[src/rtl/reg_file_if.sv]
// Bus bundle for reg_file: one byte-masked write port, two read ports and the write counter.
// Signal suffixes are from the register file's point of view.
interface reg_file_if #(
    parameter int unsigned WIDTH  = 32,
    parameter int unsigned ADDR_W = 5
);
    logic                 we_i;
    logic [ADDR_W-1:0]    waddr_i;
    logic [WIDTH-1:0]     wdata_i;
    logic [WIDTH/8-1:0]   wbyte_en_i;
    logic [ADDR_W-1:0]    raddr_a_i;
    logic [WIDTH-1:0]     rdata_a_o;
    logic [ADDR_W-1:0]    raddr_b_i;
    logic [WIDTH-1:0]     rdata_b_o;
    logic [15:0]          write_count_o;

    modport master (
        output we_i, waddr_i, wdata_i, wbyte_en_i, raddr_a_i, raddr_b_i,
        input  rdata_a_o, rdata_b_o, write_count_o
    );

    modport slave (
        input  we_i, waddr_i, wdata_i, wbyte_en_i, raddr_a_i, raddr_b_i,
        output rdata_a_o, rdata_b_o, write_count_o
    );
endinterface

[src/rtl/reg_file.sv]
// reg_file: NUM_REGS x WIDTH registers, two combinational read ports, byte-masked write port.
// Define REG_FILE_BYPASS_EN to forward same-cycle write data onto matching read ports.
module reg_file #(
    parameter int unsigned      WIDTH     = 32,
    parameter int unsigned      NUM_REGS  = 32,
    parameter int unsigned      ADDR_W    = 5,
    parameter bit               ZERO_REG  = 1'b1,
    parameter logic [WIDTH-1:0] RESET_VAL = '0
) (
    input logic       clk_i,
    input logic       rst_n,
    reg_file_if.slave bus
);
    localparam int unsigned NumLanes = WIDTH / 8;

    logic [WIDTH-1:0] regs [NUM_REGS];
    logic             commit;
    logic [15:0]      count_q, count_d;

    assign commit = bus.we_i && (|bus.wbyte_en_i) && !(ZERO_REG && (bus.waddr_i == '0));

    for (genvar r = 0; r < NUM_REGS; r++) begin : g_reg
        if (ZERO_REG && (r == 0)) begin : g_zero
            assign regs[r] = '0;
        end else begin : g_store
            logic [NumLanes-1:0] lane_we;
            assign lane_we = (commit && (bus.waddr_i == ADDR_W'(r))) ? bus.wbyte_en_i : '0;
            for (genvar l = 0; l < NumLanes; l++) begin : g_lane
                logic [7:0] lane_q;
                always_ff @(posedge clk_i or negedge rst_n) begin
                    if (!rst_n) begin
                        lane_q <= RESET_VAL[8*l +: 8];
                    end else if (lane_we[l]) begin
                        lane_q <= bus.wdata_i[8*l +: 8];
                    end
                end
                assign regs[r][8*l +: 8] = lane_q;
            end
        end
    end

`ifdef REG_FILE_BYPASS_EN
    logic [WIDTH-1:0] merged;

    // Value the write target will hold after the edge.
    always_comb begin
        merged = regs[bus.waddr_i];
        for (int l = 0; l < NumLanes; l++) begin
            if (bus.wbyte_en_i[l]) begin
                merged[8*l +: 8] = bus.wdata_i[8*l +: 8];
            end
        end
    end

    assign bus.rdata_a_o = (commit && (bus.raddr_a_i == bus.waddr_i)) ? merged
                                                                        : regs[bus.raddr_a_i];
    assign bus.rdata_b_o = (commit && (bus.raddr_b_i == bus.waddr_i)) ? merged
                                                                        : regs[bus.raddr_b_i];
`else
    assign bus.rdata_a_o = regs[bus.raddr_a_i];
    assign bus.rdata_b_o = regs[bus.raddr_b_i];
`endif

    always_comb begin
        count_d = count_q;
        if (commit && (count_q != 16'hFFFF)) begin
            count_d = count_q + 16'd1;
        end
    end

    always_ff @(posedge clk_i or negedge rst_n) begin
        if (!rst_n) begin
            count_q <= '0;
        end else begin
            count_q <= count_d;
        end
    end

    assign bus.write_count_o = count_q;

    wr_ctl_known_a: assert property (@(posedge clk_i) disable iff (!rst_n)
                                     !$isunknown({bus.we_i, bus.waddr_i}));
endmodule
[src/flat_wrapper.sv]
// flat-port wrapper written by rule: the top's interface ports become plain ports
module reg_file_flat 
#(
    parameter int unsigned      WIDTH     = 32,
    parameter int unsigned      NUM_REGS  = 32,
    parameter int unsigned      ADDR_W    = 5,
    parameter bit               ZERO_REG  = 1'b1,
    parameter logic [WIDTH-1:0] RESET_VAL = '0
)
  (clk_i, rst_n, bus_we_i, bus_waddr_i, bus_wdata_i, bus_wbyte_en_i, bus_raddr_a_i, bus_raddr_b_i, bus_rdata_a_o, bus_rdata_b_o, bus_write_count_o);
  reg_file_if #(.WIDTH(WIDTH), .ADDR_W(ADDR_W)) bus_i ();
  input logic clk_i;
  input logic rst_n;
  input wire logic [$bits(bus_i.we_i)-1:0] bus_we_i;
  input wire logic [$bits(bus_i.waddr_i)-1:0] bus_waddr_i;
  input wire logic [$bits(bus_i.wdata_i)-1:0] bus_wdata_i;
  input wire logic [$bits(bus_i.wbyte_en_i)-1:0] bus_wbyte_en_i;
  input wire logic [$bits(bus_i.raddr_a_i)-1:0] bus_raddr_a_i;
  input wire logic [$bits(bus_i.raddr_b_i)-1:0] bus_raddr_b_i;
  output wire logic [$bits(bus_i.rdata_a_o)-1:0] bus_rdata_a_o;
  output wire logic [$bits(bus_i.rdata_b_o)-1:0] bus_rdata_b_o;
  output wire logic [$bits(bus_i.write_count_o)-1:0] bus_write_count_o;
  assign bus_i.we_i = bus_we_i;
  assign bus_i.waddr_i = bus_waddr_i;
  assign bus_i.wdata_i = bus_wdata_i;
  assign bus_i.wbyte_en_i = bus_wbyte_en_i;
  assign bus_i.raddr_a_i = bus_raddr_a_i;
  assign bus_i.raddr_b_i = bus_raddr_b_i;
  assign bus_rdata_a_o = bus_i.rdata_a_o;
  assign bus_rdata_b_o = bus_i.rdata_b_o;
  assign bus_write_count_o = bus_i.write_count_o;
  reg_file #(.WIDTH(WIDTH), .NUM_REGS(NUM_REGS), .ADDR_W(ADDR_W), .ZERO_REG(ZERO_REG), .RESET_VAL(RESET_VAL)) u_core (.clk_i(clk_i), .rst_n(rst_n), .bus(bus_i));
endmodule
[config.mk]
export PLATFORM = sky130hd
export DESIGN_NAME = reg_file_flat
export DESIGN_NICKNAME = d
export VERILOG_FILES = /design/src/rtl/reg_file_if.sv /design/src/rtl/reg_file.sv /design/src/flat_wrapper.sv
export SDC_FILE = /design/constraint.sdc
export NUM_CORES = 2
export LEC_CHECK = 0
export CAP_MARGIN = 5
export CORE_ASPECT_RATIO = 1.75
export CORE_MARGIN = 3
export CORE_UTILIZATION = 55
export DETAILED_ROUTE_END_ITERATION = 16
export PLACE_DENSITY_LB_ADDON = 0.12
export SLEW_MARGIN = 10
export SYNTH_ARGS = -nofsm -noshare
export SYNTH_HDL_FRONTEND = slang
export SYNTH_SLANG_ARGS = --single-unit
[constraint.sdc]
create_clock -name clk_i -period 2.95 [get_ports clk_i]
set_input_delay 0.4425 -clock clk_i [delete_from_list [all_inputs] [get_ports clk_i]]
set_output_delay 0.4425 -clock clk_i [all_outputs]
set_load 0.01 [all_outputs]
==> metrics.cfg <==
[run_status]
outcome = complete, no violations

[timing]
report.final.slew_viol_count = 0
finalHoldWorstSlack_ps = 264
finalHoldViolCount = 0
slew_headroom_pct = 18.4
min_period_over_period_pct = 98.9
fmax_ghz = 0.343
setup_tns_ps = 0
final.min_clock_period_ps = 2920
timing.clock.skew_ps = 11.1
tightest_slew_ps = 1220
setup_violations = 0

[worst_setup_path]
worst_ep_required_time_ps = 2510
timing.critical_path.cells = mux4_2 -> a22o_1 -> o21ai_2 -> o31ai_1 -> dlygate4sd2_1
critical_register_to_register_path_startpoint = u_core.bus.write_count_o[0]
worst-r2r-cell-count = 6
start_kind = flip-flop
timing.reg2reg.setup_slack_ps = 680
critical-path-slowest-cell = mux4_2
wp_buf_inv = 1
critPathMaxStageDelay_ps = 460
arrival_ps = 2480
critical_path_type = reg -> out
timing.rr.end = u_core.bus.write_count_o[1]
end_kind = output port
path_delay_family = compound AO/OA/AOI/OAI gates
crit_fanout = 3

[route]
route.detailed.vias_per_inst = 6.76
routed_wl_mm = 168
drt-pass1-iter-count = 5
ant_nets = 0
detailedRoute.firstIterationViolations = 2858
via_total_after_detailed_routing = 37100
detail_route.wl_per_cell_um = 30.6
drc = 0

[finish]
area_growth_syn_to_layout_pct = 18.7
layout-drive-gt1-share_pct = 53.9
final_common_cell = mux2_2
num-fill-cells = 7063
layout_common_cells = mux2_2, dfrtp_1, mux4_2, buf_4, mux2i_1
fraction_of_the_core_area_covered_by_cells_at_the_end_of_the_flow_pct = 65.9
finalNetCount = 4160

[cts]
cts_max_level = 3
clock_tree_sinks = 1008
tritoncts_clock_tree = done
clock_insertion_delay_worst_skew_ps = 700
numCtsBuffers = 96
ctsLongestPathBuffers = 3
cts_root_buffer = clkbuf_16
clk_transition_reported_paths_ps = 70

[global_routing]
grt_pass1_wl_mm = 253
grt_pass1_vias = 40700
grt_usage_pct = 32.6
antenna_found_initial = 6
grt_overflow_total = 0
grt_max_degree = 117

[floorplanning]
fp.dieArea_um2 = 103000
die_h_um = 422
floorplan.initialDensity_pct = 55.5
die-width_um = 244
design.portCount = 134
num_rows = 152
core_region_area_um2 = 98100

[synthesis]
syn-mean-instance-area_um2 = 14.6
yosysWarnings = 0
ys_ff_latch = 1008
cell_variety_after_synth = 41
synth_area_um2 = 54500
synth_top_cell_area_share_pct = 46.3
synthesized_net_count = 3795
synthTopCellsByArea = dfrtp_1, mux2_2, mux4_2, mux2i_1, a22o_1
synthesis.instances = 3740
synth_seq_area_share_pct = 46.3
synthDominantAreaCellType = dfrtp_1

[job]
max-cap-violations = 0

[place]
hpwlAfterDp_mm = 118
buffer_ports.inserted = 133
gp_congestion = 0.916

[power_and_ir_drop]
leakagePower_nw = 29.2
power.ir.vdd_worst_uv = 468
p_per_area_nw_per_um2 = 577

[min_path]
worstHoldPathType = in -> async

cell usage after synthesis, drive strengths merged:
cell type and number:
nand2 39, o2111ai 5, mux2i 194, mux2 1056, mux4 384, buf 96
a22o 191, and2 68, nand4b 1, and4 4, or2 1, ha 1
a211oi 64, nand3 71, nand4 3, clkbuf 247, nand2b 9, o211ai 6
dfrtp 1008, xnor2 15, nor2b 13, inv 3, and3 8, o21ai 65
o41a 2, o31ai 64, o22ai 64, nor4 4, nor3 19, nor3b 1
nor2 34
metrics by stage:
stage / cells / setup WS (ps) / total power (W) / area (µm²)
finish: 5488 / 32.3 / 0.0373 / 64600
global route: 5487 / -12.1 / 0.0387 / 64600
CTS: 5466 / -53.0 / 0.0374 / 64300
detailed placement: 5292 / -543 / 0.0246 / 60700
global placement: 5292 / -548 / 0.0240 / 60700
floorplan: 3740 / 336 / 0.0215 / 54500
worst max-delay path by stage:
stage / from / endpoint / slack (ps) / cells after the start
floorplan: bus_raddr_a_i[0] / bus_rdata_a_o[13] / 340 / 6
global placement: bus_raddr_b_i[0] / bus_rdata_b_o[29] / -550 / 9
detailed placement: bus_raddr_b_i[0] / bus_rdata_b_o[29] / -540 / 9
CTS: u_core.g_reg[3].g_store.g_lane[3].lane_q[5] / bus_rdata_a_o[29] / -50 / 6
global route: bus_raddr_a_i[0] / bus_rdata_a_o[18] / -10 / 11
finish: u_core.g_reg[28].g_store.g_lane[2].lane_q[3] / bus_rdata_b_o[19] / 30 / 5
state kept, by name (all words and copies together) (netlist names):
name,flops
u_core.g.g_store.g_lane.lane_q,992
u_core.bus.write_count_o,16
cells by family after synthesis:
| family | after synthesis | synth area share (%) |
|---|---|---|
| fa+ha+maj | 1 | 0.0230 |
| compound gates | 461 | 6.37 |
| mux | 1634 | 41.3 |
| buf+inv | 346 | 2.61 |
| simple gates | 275 | 3.17 |
| xor+xnor | 15 | 0.241 |
| flops | 1008 | 46.3 |
layout make-up:
type | count | area (µm²) | area share, %
clock inverters | 37 | 409 | 0.633
flip-flops and latches | 1008 | 25200 | 39.0
multi-input cells | 2386 | 28400 | 43.9
well taps | 1309 | 1640 | 2.53
inverters | 3 | 11.3 | 0.0174
diodes | 1 | 2.50 | 0.00387
clock buffers | 134 | 2800 | 4.33
repair buffers | 610 | 6180 | 9.55
layer usage:
metal  global-route usage (%)  part of all wire [%]
met1                     38.7                    36
met2                     55.7                    51
met3                     5.73                   6.3
met4                     19.1                   6.4
met5                        0                 0.031
report_power, final:
group | internal (W) | total, W | switching [W]
clock network | 0.00730 | 0.0128 | 0.00548
logic | 0.00423 | 0.00744 | 0.00321
registers | 0.0157 | 0.0171 | 0.00144
total | 0.0272 | 0.0373 | 0.0101
timing repair:
item / CTS / global route
endpoints found under the hold margin: 43 / 0
endpoints found under the setup margin: 64 / 53
gates resized for setup: 222 / 77
setup buffers: 4 / 20
pin swaps: 29 / 26
hold buffers: 1 / 0
gates cloned: 0 / 2
Note: power is estimated with default switching activity, not from simulation.
